===== config.mk =====
export PLATFORM = sky130hd
export DESIGN_NAME = riscv_upg_loader_flat
export DESIGN_NICKNAME = d
export VERILOG_FILES = /design/src/rtl/riscv_upg_loader_pkg.sv /design/src/rtl/riscv_upg_loader_if.sv /design/src/rtl/riscv_upg_loader_word_asm.sv /design/src/rtl/riscv_upg_loader.sv /design/src/flat_wrapper.sv
export SDC_FILE = /design/constraint.sdc
export NUM_CORES = 1
export LEC_CHECK = 0
export ABC_AREA = 1
export CORE_ASPECT_RATIO = 0.6
export CORE_MARGIN = 8
export CORE_UTILIZATION = 35
export CTS_CLUSTER_DIAMETER = 40
export CTS_CLUSTER_SIZE = 28
export DETAILED_ROUTE_END_ITERATION = 10
export GPL_TIMING_DRIVEN = 1
export PLACE_DENSITY = 0.54
export SLEW_MARGIN = 5
export SYNTH_ARGS = -nofsm -noshare
export SYNTH_HDL_FRONTEND = slang
export SYNTH_SLANG_ARGS = --single-unit

===== constraint.sdc =====
create_clock -name clk -period 2.2 [get_ports clk]
set_input_delay 0.55 -clock clk [delete_from_list [all_inputs] [get_ports clk]]
set_output_delay 0.55 -clock clk [all_outputs]
set_load 0.005 [all_outputs]

===== src/rtl/riscv_upg_loader_pkg.sv =====
// Shared constants and encodings for the UART programmer frame loader.
package riscv_upg_loader_pkg;

  localparam int unsigned BYTE_W = 8;
  localparam int unsigned WORD_W = 32;
  localparam int unsigned ERR_W  = 2;

  localparam logic [BYTE_W-1:0] UPG_SYNC = 8'hA5;
  localparam logic [BYTE_W-1:0] UPG_TGT_MAX = 8'h01;

  typedef enum logic [2:0] {
    ST_IDLE,
    ST_TGT,
    ST_CNT_LO,
    ST_CNT_HI,
    ST_DATA,
    ST_CSUM,
    ST_DONE,
    ST_ERR
  } upg_state_e;

  typedef enum logic [ERR_W-1:0] {
    UPG_ERR_NONE = 2'b00,
    UPG_ERR_CSUM = 2'b01,
    UPG_ERR_TMO  = 2'b10,
    UPG_ERR_HDR  = 2'b11
  } upg_err_e;

endpackage


===== src/rtl/riscv_upg_loader_if.sv =====
// Byte-in / memory-write-out bundle between the UART receiver, the loader and the memories.
interface riscv_upg_loader_if #(
  parameter int unsigned ADDR_W = 14
);
  logic              rx_valid_i;
  logic [7:0]        rx_data_i;
  logic              upg_wen_o;
  logic [ADDR_W-1:0] upg_adr_o;
  logic [31:0]       upg_dat_o;
  logic              upg_sel_o;
  logic              upg_done_o;
  logic              upg_busy_o;
  logic [1:0]        upg_err_o;

  // Byte source / memory side
  modport master (
    output rx_valid_i, rx_data_i,
    input  upg_wen_o, upg_adr_o, upg_dat_o, upg_sel_o, upg_done_o, upg_busy_o, upg_err_o
  );

  // Loader side
  modport slave (
    input  rx_valid_i, rx_data_i,
    output upg_wen_o, upg_adr_o, upg_dat_o, upg_sel_o, upg_done_o, upg_busy_o, upg_err_o
  );
endinterface


===== src/rtl/riscv_upg_loader_word_asm.sv =====
// Little-endian byte-to-word assembler; the completed word is presented combinationally
// in the same cycle as its 4th byte so the caller can register the write strobe directly.
module riscv_upg_loader_word_asm
  import riscv_upg_loader_pkg::*;
(
  input  logic              clk,
  input  logic              rst,
  input  logic              clr_i,
  input  logic              byte_en_i,
  input  logic [BYTE_W-1:0] byte_i,
  output logic              word_valid_c_o,
  output logic [WORD_W-1:0] word_c_o
);
  localparam int unsigned LOW_W = WORD_W - BYTE_W;

  logic [1:0]       byte_cnt_q;
  logic [LOW_W-1:0] shreg_q;

  always_ff @(posedge clk) begin
    if (rst || clr_i) begin
      byte_cnt_q <= 2'd0;
      shreg_q    <= '0;
    end else if (byte_en_i) begin
      byte_cnt_q <= byte_cnt_q + 2'd1;
      shreg_q    <= {byte_i, shreg_q[LOW_W-1:BYTE_W]};
    end
  end

  assign word_valid_c_o = byte_en_i && !clr_i && (byte_cnt_q == 2'd3);
  assign word_c_o       = {byte_i, shreg_q};

endmodule


===== src/rtl/riscv_upg_loader.sv =====
// UART programmer frame decoder: parses SYNC/TGT/CNT/data/CSUM frames and issues one
// memory write per reassembled 32-bit word, flagging checksum, timeout and header errors.
module riscv_upg_loader
  import riscv_upg_loader_pkg::*;
#(
  parameter int unsigned ADDR_W  = 14,
  parameter int unsigned TIMEOUT = 1000000
) (
  input logic               clk,
  input logic               rst,
  riscv_upg_loader_if.slave bus
);
  localparam int unsigned IDX_W = ADDR_W + 1;
  localparam int unsigned TMO_W = (TIMEOUT > 2) ? $clog2(TIMEOUT) : 1;
  localparam logic [TMO_W-1:0] TMO_LAST = TMO_W'(TIMEOUT - 1);
  localparam logic [31:0] N_MAX = 32'd1 << ADDR_W;

  upg_state_e        state_q;
  upg_err_e          err_q;
  logic              wen_q;
  logic [ADDR_W-1:0] adr_q;
  logic [ADDR_W-1:0] widx_q;
  logic [WORD_W-1:0] dat_q;
  logic              sel_q;
  logic              done_q;
  logic              busy_q;
  logic [15:0]       n_q;
  logic [BYTE_W-1:0] csum_q;
  logic [TMO_W-1:0]  tmo_q;

  logic              rx_valid;
  logic [BYTE_W-1:0] rx_data;
  logic [15:0]       n_hdr_c;
  logic              n_too_big_c;
  logic              last_word_c;
  logic              word_valid_c;
  logic [WORD_W-1:0] word_c;

  assign rx_valid    = bus.rx_valid_i;
  assign rx_data     = bus.rx_data_i;
  assign n_hdr_c     = {rx_data, n_q[7:0]};
  assign n_too_big_c = 32'(n_hdr_c) > N_MAX;
  assign last_word_c = (IDX_W'(widx_q) + IDX_W'(1)) == IDX_W'(n_q);

  // Assembler is held clear outside DATA so an aborted frame never leaves a partial word
  riscv_upg_loader_word_asm u_word_asm (
    .clk            (clk),
    .rst            (rst),
    .clr_i          (state_q != ST_DATA),
    .byte_en_i      (rx_valid),
    .byte_i         (rx_data),
    .word_valid_c_o (word_valid_c),
    .word_c_o       (word_c)
  );

  always_ff @(posedge clk) begin
    if (rst) begin
      state_q <= ST_IDLE;
      err_q   <= UPG_ERR_NONE;
      wen_q   <= 1'b0;
      adr_q   <= '0;
      widx_q  <= '0;
      dat_q   <= '0;
      sel_q   <= 1'b0;
      done_q  <= 1'b0;
      busy_q  <= 1'b0;
      n_q     <= '0;
      csum_q  <= '0;
      tmo_q   <= '0;
    end else begin
      wen_q <= 1'b0;

      // Idle-gap counter only runs while a frame is open; a byte always restarts it
      if (rx_valid || !busy_q || (tmo_q == TMO_LAST)) begin
        tmo_q <= '0;
      end else begin
        tmo_q <= tmo_q + TMO_W'(1);
      end

      if (rx_valid) begin
        case (state_q)
          ST_IDLE, ST_DONE, ST_ERR: begin
            if (rx_data == UPG_SYNC) begin
              state_q <= ST_TGT;
              busy_q  <= 1'b1;
              done_q  <= 1'b0;
              err_q   <= UPG_ERR_NONE;
              csum_q  <= '0;
            end
          end
          ST_TGT: begin
            csum_q <= csum_q ^ rx_data;
            if (rx_data > UPG_TGT_MAX) begin
              state_q <= ST_ERR;
              err_q   <= UPG_ERR_HDR;
              busy_q  <= 1'b0;
            end else begin
              state_q <= ST_CNT_LO;
              sel_q   <= rx_data[0];
            end
          end
          ST_CNT_LO: begin
            csum_q  <= csum_q ^ rx_data;
            n_q     <= {8'h00, rx_data};
            state_q <= ST_CNT_HI;
          end
          ST_CNT_HI: begin
            csum_q <= csum_q ^ rx_data;
            n_q    <= n_hdr_c;
            widx_q <= '0;
            if (n_too_big_c) begin
              state_q <= ST_ERR;
              err_q   <= UPG_ERR_HDR;
              busy_q  <= 1'b0;
            end else if (n_hdr_c == 16'd0) begin
              state_q <= ST_CSUM;
            end else begin
              state_q <= ST_DATA;
            end
          end
          ST_DATA: begin
            csum_q <= csum_q ^ rx_data;
            if (word_valid_c) begin
              wen_q  <= 1'b1;
              adr_q  <= widx_q;
              dat_q  <= word_c;
              widx_q <= widx_q + ADDR_W'(1);
              if (last_word_c) begin
                state_q <= ST_CSUM;
              end
            end
          end
          ST_CSUM: begin
            busy_q <= 1'b0;
            if (rx_data == csum_q) begin
              state_q <= ST_DONE;
              done_q  <= 1'b1;
            end else begin
              state_q <= ST_ERR;
              err_q   <= UPG_ERR_CSUM;
            end
          end
          default: state_q <= ST_IDLE;
        endcase
      end else if (busy_q && (tmo_q == TMO_LAST)) begin
        state_q <= ST_ERR;
        err_q   <= UPG_ERR_TMO;
        busy_q  <= 1'b0;
      end
    end
  end

  assign bus.upg_wen_o  = wen_q;
  assign bus.upg_adr_o  = adr_q;
  assign bus.upg_dat_o  = dat_q;
  assign bus.upg_sel_o  = sel_q;
  assign bus.upg_done_o = done_q;
  assign bus.upg_busy_o = busy_q;
  assign bus.upg_err_o  = err_q;

endmodule


===== src/flat_wrapper.sv =====
// flat-port wrapper written by rule: the top's interface ports become plain ports
module riscv_upg_loader_flat import riscv_upg_loader_pkg::*;
#(
  parameter int unsigned ADDR_W  = 14,
  parameter int unsigned TIMEOUT = 1000000
)
  (clk, rst, bus_rx_valid_i, bus_rx_data_i, bus_upg_wen_o, bus_upg_adr_o, bus_upg_dat_o, bus_upg_sel_o, bus_upg_done_o, bus_upg_busy_o, bus_upg_err_o);
  riscv_upg_loader_if #(.ADDR_W(ADDR_W)) bus_i ();
  input logic clk;
  input logic rst;
  input wire logic [$bits(bus_i.rx_valid_i)-1:0] bus_rx_valid_i;
  input wire logic [$bits(bus_i.rx_data_i)-1:0] bus_rx_data_i;
  output wire logic [$bits(bus_i.upg_wen_o)-1:0] bus_upg_wen_o;
  output wire logic [$bits(bus_i.upg_adr_o)-1:0] bus_upg_adr_o;
  output wire logic [$bits(bus_i.upg_dat_o)-1:0] bus_upg_dat_o;
  output wire logic [$bits(bus_i.upg_sel_o)-1:0] bus_upg_sel_o;
  output wire logic [$bits(bus_i.upg_done_o)-1:0] bus_upg_done_o;
  output wire logic [$bits(bus_i.upg_busy_o)-1:0] bus_upg_busy_o;
  output wire logic [$bits(bus_i.upg_err_o)-1:0] bus_upg_err_o;
  assign bus_i.rx_valid_i = bus_rx_valid_i;
  assign bus_i.rx_data_i = bus_rx_data_i;
  assign bus_upg_wen_o = bus_i.upg_wen_o;
  assign bus_upg_adr_o = bus_i.upg_adr_o;
  assign bus_upg_dat_o = bus_i.upg_dat_o;
  assign bus_upg_sel_o = bus_i.upg_sel_o;
  assign bus_upg_done_o = bus_i.upg_done_o;
  assign bus_upg_busy_o = bus_i.upg_busy_o;
  assign bus_upg_err_o = bus_i.upg_err_o;
  riscv_upg_loader #(.ADDR_W(ADDR_W), .TIMEOUT(TIMEOUT)) u_core (.clk(clk), .rst(rst), .bus(bus_i));
endmodule

Word level (Yosys, flattened, before mapping). Index checks and enable logic that the tools add are counted.

Register bits: 138. Input port bits: 11. Output and inout bits: 52. Logic and storage cells: 110.

Add/sub/neg operators: 4. Magnitude comparators: 2. Equal/unequal tests: 23. Mux-type cells: 32. Bitwise gates (word level): 5. Reduce and logical (&&, ||, !) cells: 29.

Operator list (count): $pmux W15 S2 (1); $pmux W14 S2 (1); $mux W3 (7); $add A20 B1 Y20 const B (1); $eq A20 B20 Y1 const B (1); $pmux W3 S6 (1); $gt A16 B15 Y1 const B (1); $logic_not A16 Y1 (1); $pmux W8 S2 (1); $add A14 B1 Y15 const B (1); $eq A15 B15 Y1 (1); $reduce_and A3 Y1 (5); $add A14 B1 Y14 const B (1); $mux W14 (1); $eq A3 B3 Y1 const B (4); $mux W2 (6); $ne A3 B2 Y1 const B (4); $mux W1 (10); $reduce_bool A2 Y1 (5); $ne A3 B3 Y1 const B (3); $eq A8 B8 Y1 (1); $eq A8 B8 Y1 const B (1); $gt A8 B1 Y1 const B (1); $mux W8 (1); other kinds (23) (35).

Depth between registers and ports, before layout. Gate-level depths: netlist (run 1).

Word-level depth: 7. Mapped depth: 16. Mapped depth without buffers: 16.

By module. Synthesis (run 1) repeated with hierarchy kept, for this count alone.

Cell total of the unflattened synthesis: 921. Area, all modules: 6382.4 sq um.

By module, submodules not included: riscv_upg_loader (instances 1, cells each 746, area each 5217.5 sq um, seq. area each 2242.2 sq um); riscv_upg_loader_word_asm (instances 1, cells each 175, area each 1164.9 sq um, seq. area each 520.5 sq um).

Worst setup path before layout (run 1). OpenSTA, ideal clock, no wires.

Path type: in2reg. From: input bus_rx_data_i[7]. To: register u_core.state_q[2]. Library setup time: 0.115 ns. Data arrival time: 1.728 ns. Data required time: 2.085 ns. Path slack: 0.357 ns. Stages on the path: 10. Buffers on the path: 1. Cells stage by stage: clkbuf_1 > nor2_1 > inv_1 > nor3_2 > nor2_1 > or3_1 > a21oi_1 > nand3_1 > nand2_1 > nor2_1.

Word-level cells in the longest chain between the ends: 4. Elaborated cells between the ends (all ways): 7. Those cells by class: order compare: 1; eq/ne: 2; mux: 3; reduce/logical: 1.

RTL lines: start, declared (RTL line flat_wrapper.sv:12) `input wire logic [$bits(bus_i.rx_data_i)-1:0] bus_rx_data_i;`; $gt A8 B1 Y1 (RTL line riscv_upg_loader.sv:93) `if (rx_data > UPG_TGT_MAX) begin`; $mux W3 (RTL line riscv_upg_loader.sv:93); $pmux W3 S6 (RTL line riscv_upg_loader.sv:81) `case (state_q)`; $mux W3 (RTL line riscv_upg_loader.sv:80) `if (rx_valid) begin`; end signal, assigned (RTL line riscv_upg_loader.sv:84) `state_q <= ST_TGT;`; end signal, assigned (RTL line riscv_upg_loader.sv:94) `state_q <= ST_ERR;`; end signal, assigned (RTL line riscv_upg_loader.sv:98) `state_q <= ST_CNT_LO;`; end, declared (RTL line riscv_upg_loader.sv:18) `upg_state_e state_q;`.

Several ways; a longest one is shown, not always the timed one. A chain may end at the register's enable or synchronous reset.

Worst setup path after layout (run 1).
From: register u_core.tmo_q[0]. To: register u_core.tmo_q[18].

Word-level cells in the longest chain between the ends: 3. Elaborated cells between the ends (all ways): 4. Those cells by class: add/sub: 1; eq/ne: 1; reduce/logical: 2.

RTL lines: start, declared (RTL line riscv_upg_loader.sv:29) `logic [TMO_W-1:0] tmo_q;`; start signal, assigned (RTL line riscv_upg_loader.sv:77) `tmo_q <= tmo_q + TMO_W'(1);`; branches (longest 3 deep; another with $add A20 B1 Y20).

Several ways; the timed one is not identified.

==> results.json, run 1 <==
{
  "status": "finished clean",
  "timing.hold.worst.class": "flop to flop",
  "avgSynthCellArea_sq_um": 7.05,
  "finish.utilization_pct": 45.9,
  "die_h_um": 119,
  "power.clock.fraction_pct": 42.8,
  "grt_antenna_before_repair": 0,
  "synthesis.area_sq_um": 6140,
  "worstMarginPinSlew_ps": 779,
  "h-tree-depth": 4,
  "finalMaxSlewViolations": 0,
  "yosysWarningCount": 0,
  "postSynthRegisterBits": 138,
  "cells_traversed_along_the_worst_timing_path": "ha_1, nand2_1, nor3_1, nand3_1, or2_1, nor4_4, nand2_1, xor2_1, nor2_1",
  "final.setup.tns_ps": 0,
  "total_power_mw": 6.61,
  "number_of_buffers_inserted_by_post_cts_setup_repair": 0,
  "clock.fmax_ghz": 0.501,
  "comb_power_share_pct": 16.6,
  "placed_cells_incl_taps": 1176,
  "final_antenna_violating_net_count": 0,
  "postCtsHoldBufs": 0,
  "globalplace.congestion": 0.886,
  "global_route_usage_over_all_layers_pct": 15.0,
  "power.leakage_nw": 2.92,
  "max-clock-path-buffers": 2,
  "total_switching_power_mw": 2.03,
  "die_w_um": 187,
  "finalSetupViolations": 0,
  "cts.sinks": 138,
  "route.detailed.drc": 0,
  "layout_min_cycle_time_ps": 2000,
  "synth.yosys.seq_area_share_pct": 45.0,
  "n_fill_cell": 1750,
  "grt-ovfl-total": 0,
  "vdd_drop_max_mv": 0.491,
  "instances_no_fill": 1208,
  "worst_rel_slew_slack_pct": 48.1,
  "place.port_buffers": 62,
  "largest_stage_delay_on_the_critical_path_ps": 360,
  "critical_path_required_ps": 2520,
  "total_routed_wirelength_um": 16900,
  "areaGrowthSynthToFinish_pct": 28.3,
  "clock_skew_ps": 14.4,
  "grt_max_degree": 72,
  "num_io_pins": 63,
  "critPathTopFamily": "simple AND/OR/NAND/NOR gates",
  "start_kind": "flop",
  "grt_util_met1_pct": 23.0,
  "synthArstFlopShare_pct": 0,
  "multi_input_comb_area_sq_um": 2970,
  "layout.area.seq_sq_um": 2770,
  "period_share_pct": 90.8,
  "std_cell_rows": 37,
  "drt_pre_antenna_iters": 5,
  "grt_util_met3_pct": 4.46,
  "critPathKind": "flop to flop",
  "p_int_mw": 4.58,
  "drv.max_cap_violation_count": 0,
  "grtUsageMet2_pct": 19.8,
  "power.density_cell_area_nw_per_um2": 839,
  "syn_nets": 887,
  "power.sequential.fraction_pct": 40.6,
  "cp_max_fo": 3,
  "cts_root_buffer": "sky130_fd_sc_hd__clkbuf_16",
  "wire_length_of_the_first_global_routing_pass_um": 27700,
  "via_count": 5763,
  "cp.buffers_inverters": 0,
  "clk_transition_reported_paths_ps": 70,
  "detailedPlacementHpwl_um": 12200,
  "critPathMostFrequentCell": "sky130_fd_sc_hd__nand2_1",
  "ys_types": 36,
  "grt_pass1_vias": 5273,
  "arrival_time_at_the_worst_endpoint_ps": 2320,
  "timing.critical_path.to_type": "flop",
  "netSwitchingFraction_pct": 30.7,
  "cts_inserted_buffers": 17,
  "tritoncts": "built",
  "hold_violations": 0,
  "post_route_cells_drive_above_1_share_pct": 11.0,
  "design.die.area_sq_um": 22200,
  "routedWlPerCell_um": 14.0,
  "synth_enable_flop_cells": 0,
  "worstSkewPairLatency_ps": 420,
  "critical_path.slowest_cell": "sky130_fd_sc_hd__dfxtp_1",
  "number_of_drc_markers_in_iteration_0": 443,
  "synth_flop_cell": "sky130_fd_sc_hd__dfxtp_1",
  "coreArea_sq_um": 17200,
  "gr-max-usage-layer": "met1",
  "start_util_pct": 35.8,
  "rsz_0062_raised_after_global_routing": "true",
  "antenna-diode-count": 0,
  "syn_inst": 871,
  "layout.nets": 977,
  "detail_route.vias_per_cell": 4.77
}
## cell type report
cell class	count	area share, %
Clock buffer	17	5.40
Clock inverter	15	1.95
Inverter	74	3.52
Multi-Input combinational cell	621	37.7
Sequential cell	138	35.1
Tap cell	234	3.71
Timing Repair Buffer	109	12.6
## cell families after synthesis
kind of cell | count (synthesis) | synth area share, %
and+or+nand+nor | 440 | 30.9
AOI/OAI and AO/OA | 157 | 13.1
DFF | 138 | 45.0
buffers and inverters | 112 | 7.05
xor gates and xnor gates | 19 | 2.95
adders and majority gates | 5 | 1.02
## cell usage in the layout (no fill, tap or decap), types with 3 or more instances in the layout
| master | instances |
|---|---|
| sky130_fd_sc_hd__inv_1 | 70 |
| sky130_fd_sc_hd__nand2_1 | 252 |
| sky130_fd_sc_hd__clkbuf_16 | 17 |
| sky130_fd_sc_hd__clkinv_4 | 3 |
| sky130_fd_sc_hd__xnor2_1 | 4 |
| sky130_fd_sc_hd__nor2_1 | 71 |
| sky130_fd_sc_hd__nand3b_1 | 3 |
| sky130_fd_sc_hd__buf_4 | 45 |
| sky130_fd_sc_hd__nand3_1 | 56 |
| sky130_fd_sc_hd__nand4_1 | 18 |
| sky130_fd_sc_hd__nand2_2 | 4 |
| sky130_fd_sc_hd__nor2_2 | 3 |
| sky130_fd_sc_hd__dfxtp_1 | 135 |
| sky130_fd_sc_hd__a21oi_1 | 125 |
| sky130_fd_sc_hd__clkinvlp_4 | 3 |
| sky130_fd_sc_hd__ha_1 | 4 |
| sky130_fd_sc_hd__clkdlybuf4s50_1 | 61 |
| sky130_fd_sc_hd__xor2_1 | 14 |
| sky130_fd_sc_hd__inv_6 | 6 |
| sky130_fd_sc_hd__a31oi_1 | 4 |
| sky130_fd_sc_hd__o21ai_0 | 20 |
| sky130_fd_sc_hd__nor3_1 | 14 |
| sky130_fd_sc_hd__nor2_4 | 4 |
| sky130_fd_sc_hd__inv_2 | 3 |
| sky130_fd_sc_hd__o21a_1 | 4 |
## Yosys cell counts, types with 2 or more instances
| library cell | n | area [sq um] |
|---|---|---|
| sky130_fd_sc_hd__nand2_2 | 2 | 12.5 |
| sky130_fd_sc_hd__buf_2 | 10 | 50.1 |
| sky130_fd_sc_hd__nor2_4 | 3 | 33.8 |
| sky130_fd_sc_hd__inv_2 | 3 | 11.3 |
| sky130_fd_sc_hd__inv_1 | 70 | 263 |
| sky130_fd_sc_hd__nor3b_1 | 2 | 15.0 |
| sky130_fd_sc_hd__nor3_1 | 14 | 70.1 |
| sky130_fd_sc_hd__ha_1 | 5 | 62.6 |
| sky130_fd_sc_hd__o21ai_1 | 2 | 10.0 |
| sky130_fd_sc_hd__dfxtp_1 | 138 | 2760 |
| sky130_fd_sc_hd__xnor2_1 | 4 | 35.0 |
| sky130_fd_sc_hd__nand2_1 | 254 | 953 |
| sky130_fd_sc_hd__nor4_1 | 3 | 18.8 |
| sky130_fd_sc_hd__nand4_1 | 18 | 113 |
| sky130_fd_sc_hd__or2_2 | 2 | 12.5 |
| sky130_fd_sc_hd__nand3b_1 | 3 | 22.5 |
| sky130_fd_sc_hd__xor2_1 | 14 | 123 |
| sky130_fd_sc_hd__o21a_1 | 4 | 30.0 |
| sky130_fd_sc_hd__o21ai_0 | 20 | 100 |
| sky130_fd_sc_hd__nand3_1 | 56 | 280 |
| sky130_fd_sc_hd__a31oi_1 | 4 | 25.0 |
| sky130_fd_sc_hd__a21oi_1 | 126 | 631 |
| sky130_fd_sc_hd__nor2_1 | 71 | 267 |
| sky130_fd_sc_hd__clkbuf_1 | 28 | 105 |
| sky130_fd_sc_hd__nor2_2 | 4 | 25.0 |
## routing by layer
metal	part of all wire [%]	routed length, um	up-vias
li1	-	-	3015
met1	56	9530	2605
met2	37	6300	130
met3	5.7	970	13
met4	0.64	108	0
met5	0	0	-
## flip-flops by register name (all words and copies together), names as in the netlist, 3 cells and up
| register | cells |
|---|---|
| u_core.bus.upg_adr_o | 14 |
| u_core.bus.upg_dat_o | 32 |
| u_core.csum_q | 8 |
| u_core.n_q | 15 |
| u_core.state_q | 3 |
| u_core.tmo_q | 20 |
| u_core.u_word_asm.shreg_q | 24 |
| u_core.widx_q | 14 |
## through the flow
| stage | hold WS (ps) | setup slack (ps) | area, sq um |
|---|---|---|---|
| 2_1_floorplan | 418 | 357 | 6140 |
| 3_3_place_gp | 429 | -176 | 7280 |
| 3_5_place_dp | 441 | -173 | 7280 |
| 4_1_cts | 455 | 143 | 7860 |
| 5_1_grt | 471 | -12.1 | 7880 |
| 6_report | 448 | 203 | 7880 |
## worst paths after layout
path | from | slack, ps | end | depth (start not counted)
worst max-delay path | u_core.tmo_q[0] | 200 | u_core.tmo_q[18] | 9
worst min-delay path | u_core.tmo_q[0] | 450 | u_core.tmo_q[0] | 1
worst max register to register | u_core.tmo_q[0] | 200 | u_core.tmo_q[18] | 9
worst min register to register | u_core.tmo_q[0] | 450 | u_core.tmo_q[0] | 1
## power by group through the flow
stage	Sequential [mW]	Clock (mW)	Combinational, mW
6_report	2.68	2.83	1.10
5_1_grt	2.70	3.00	1.23
4_1_cts	2.69	2.88	1.09
3_5_place_dp	2.74	0	1.08
3_3_place_gp	2.74	0	1.09
2_1_floorplan	2.71	0	0.705
## repair_timing
item	in CTS	in global routing
endpoints found under the hold margin	0	0
gates resized for setup	0	10
setup endpoints to repair	0	6
Power figures use the tool's default switching activity.
==> run 2, diff against run 1 <==
--- a/config.mk
+++ b/config.mk
@@ -6,6 +6,8 @@
 export NUM_CORES = 1
 export LEC_CHECK = 0
 export ABC_AREA = 1
+export CELL_PAD_IN_SITES_DETAIL_PLACEMENT = 1
+export CELL_PAD_IN_SITES_GLOBAL_PLACEMENT = 1
 export CORE_ASPECT_RATIO = 0.6
 export CORE_MARGIN = 8
 export CORE_UTILIZATION = 35
@@ -13,7 +15,7 @@
 export CTS_CLUSTER_SIZE = 28
 export DETAILED_ROUTE_END_ITERATION = 10
 export GPL_TIMING_DRIVEN = 1
-export PLACE_DENSITY = 0.54
+export PLACE_DENSITY = 0.7
 export SLEW_MARGIN = 5
 export SYNTH_ARGS = -nofsm -noshare
 export SYNTH_HDL_FRONTEND = slang
==> results.json, run 2 (synthesis results as in run 1) <==
{
  "drv.max_cap_violation_count": 0,
  "start_util_pct": 35.8,
  "grt_antenna_before_repair": 0,
  "wire_length_of_the_first_global_routing_pass_um": 31700,
  "num_io_pins": 63,
  "cts_inserted_buffers": 17,
  "die_w_um": 187,
  "period_share_pct": 92.6,
  "via_count": 5875,
  "finalMaxSlewViolations": 0,
  "layout_min_cycle_time_ps": 2040,
  "cell_count_of_the_worst_reg_to_reg_path": 12,
  "clk_transition_reported_paths_ps": 60,
  "coreArea_sq_um": 17200,
  "clock_skew_ps": 16.3,
  "cp_max_fo": 7,
  "hold_violations": 0,
  "h-tree-depth": 4,
  "power.density_cell_area_nw_per_um2": 843,
  "finalSetupViolations": 0,
  "number_of_drc_markers_in_iteration_0": 367,
  "grt_pass1_vias": 6003,
  "detailedPlacementHpwl_um": 14000,
  "cp-endpoint": "u_core.widx_q[7]",
  "areaGrowthSynthToFinish_pct": 29.6,
  "final_antenna_violating_net_count": 0,
  "setup.worst_path.start": "u_core.state_q[2]",
  "vdd_drop_max_mv": 0.456,
  "r2r_end": "u_core.widx_q[7]",
  "critPathKind": "flop to flop",
  "power.leakage_nw": 2.94,
  "hold_path_startpoint": "u_core.tmo_q[0]",
  "timing.critical_path.to_type": "flop",
  "arrival_time_at_the_worst_endpoint_ps": 2310,
  "total_routed_wirelength_um": 19300,
  "worstSkewPairLatency_ps": 430,
  "clock.fmax_ghz": 0.491,
  "drt_pre_antenna_iters": 4,
  "global_route_usage_over_all_layers_pct": 17.5,
  "max-clock-path-buffers": 2,
  "post_route_cells_drive_above_1_share_pct": 11.5,
  "worst_rel_slew_slack_pct": 46.0,
  "placed_area_sq_um": 7300,
  "antenna-diode-count": 0,
  "status": "finished clean",
  "std_cell_rows": 37,
  "cts.sinks": 138,
  "placement.setup.worst_slack_ps": -220,
  "start_kind": "flop",
  "r2r_slack_ps": 160,
  "grt_max_degree": 72,
  "post_route_design_area_sq_um": 7960,
  "finish.utilization_pct": 46.4,
  "place.port_buffers": 62,
  "largest_register_ff_count": 32,
  "grt-ovfl-total": 0,
  "critical_path_required_ps": 2470,
  "tritoncts": "built",
  "regToRegStartpoint": "u_core.state_q[2]",
  "globalplace.congestion": 0.870,
  "placed_cells_incl_taps": 1178,
  "route.detailed.drc": 0,
  "layout.cells.most_common": "sky130_fd_sc_hd__nand2_1",
  "worstMarginPinSlew_ps": 810,
  "rsz_0062_raised_after_global_routing": "false",
  "detail_route.vias_per_cell": 4.86,
  "routedWlPerCell_um": 15.9,
  "die_h_um": 119,
  "layout_common_cells": "sky130_fd_sc_hd__nand2_1 (252), sky130_fd_sc_hd__dfxtp_1 (136), sky130_fd_sc_hd__a21oi_1 (126)",
  "cts_root_buffer": "sky130_fd_sc_hd__clkbuf_16",
  "layout.nets": 980,
  "worst_slack_ps": 163,
  "instances_no_fill": 1210,
  "timing.hold.worst.class": "flop to flop",
  "design.die.area_sq_um": 22200
}
==> run 2: critical path, cell delays in order, from the launching register on <==
cell and delay (ps):
sky130_fd_sc_hd__dfxtp_1 440, sky130_fd_sc_hd__inv_2 80, sky130_fd_sc_hd__nor2_1 130, sky130_fd_sc_hd__inv_1 60
sky130_fd_sc_hd__nor2_1 190, sky130_fd_sc_hd__inv_2 100, sky130_fd_sc_hd__nor2_4 160, sky130_fd_sc_hd__nand2_4 90
sky130_fd_sc_hd__o21ai_1 140, sky130_fd_sc_hd__inv_1 150, sky130_fd_sc_hd__buf_4 200, sky130_fd_sc_hd__nand2_1 60
sky130_fd_sc_hd__a21oi_1 60
==> run 2: worst min path at each step <==
stage / end / slack, ps / cells past startpoint
6_report: u_core.tmo_q[0] / 450 / 1
5_1_grt: u_core.bus.upg_dat_o[6] / 480 / 2
2_1_floorplan: u_core.tmo_q[0] / 420 / 1
4_1_cts: u_core.tmo_q[0] / 460 / 1
3_3_place_gp: u_core.tmo_q[0] / 430 / 1
3_5_place_dp: u_core.tmo_q[0] / 440 / 1
==> run 2: report_power, final <==
part           internal (mW)  switching, mW  total (mW)  leakage (nW)
sequential              2.59         0.0920        2.69          1.11
combinational          0.391          0.753        1.14          1.55
clock                   1.70           1.18        2.88         0.283
total                   4.69           2.02        6.71          2.94
==> run 2: layout make-up <==
| class | count | area (sq um) |
|---|---|---|
| fillers | 2158 | 9210 |
| multi-input cells | 621 | 3020 |
| flip-flops and latches | 138 | 2770 |
| repair buffers | 112 | 1030 |
| clock buffers | 18 | 439 |
| well taps | 234 | 293 |
| inverters | 74 | 278 |
| clock inverters | 13 | 143 |
==> run 2: metal layers <==
layer	track usage (%)	part of all wire, %	wire, um
met1	25.9	55	10600
met2	24.8	40	7660
met3	4.23	4.7	911
met4	4.59	0.74	142
met5	0	0	0
==> run 2: through the flow <==
step / power (mW) / setup TNS, ps / hold WS [ps]
detailed placement: 3.86 / -2480 / 436
CTS: 6.76 / 0 / 459
floorplan: 3.42 / 0 / 418
global placement: 3.84 / -1870 / 431
global route: 7.03 / 0 / 480
finish: 6.71 / 0 / 451
==> run 2: repair_timing <==
action,in CTS,in global routing
hold buffers,0,0
gates resized for setup,0,17
setup buffers,0,1
endpoints found under the setup margin,0,7
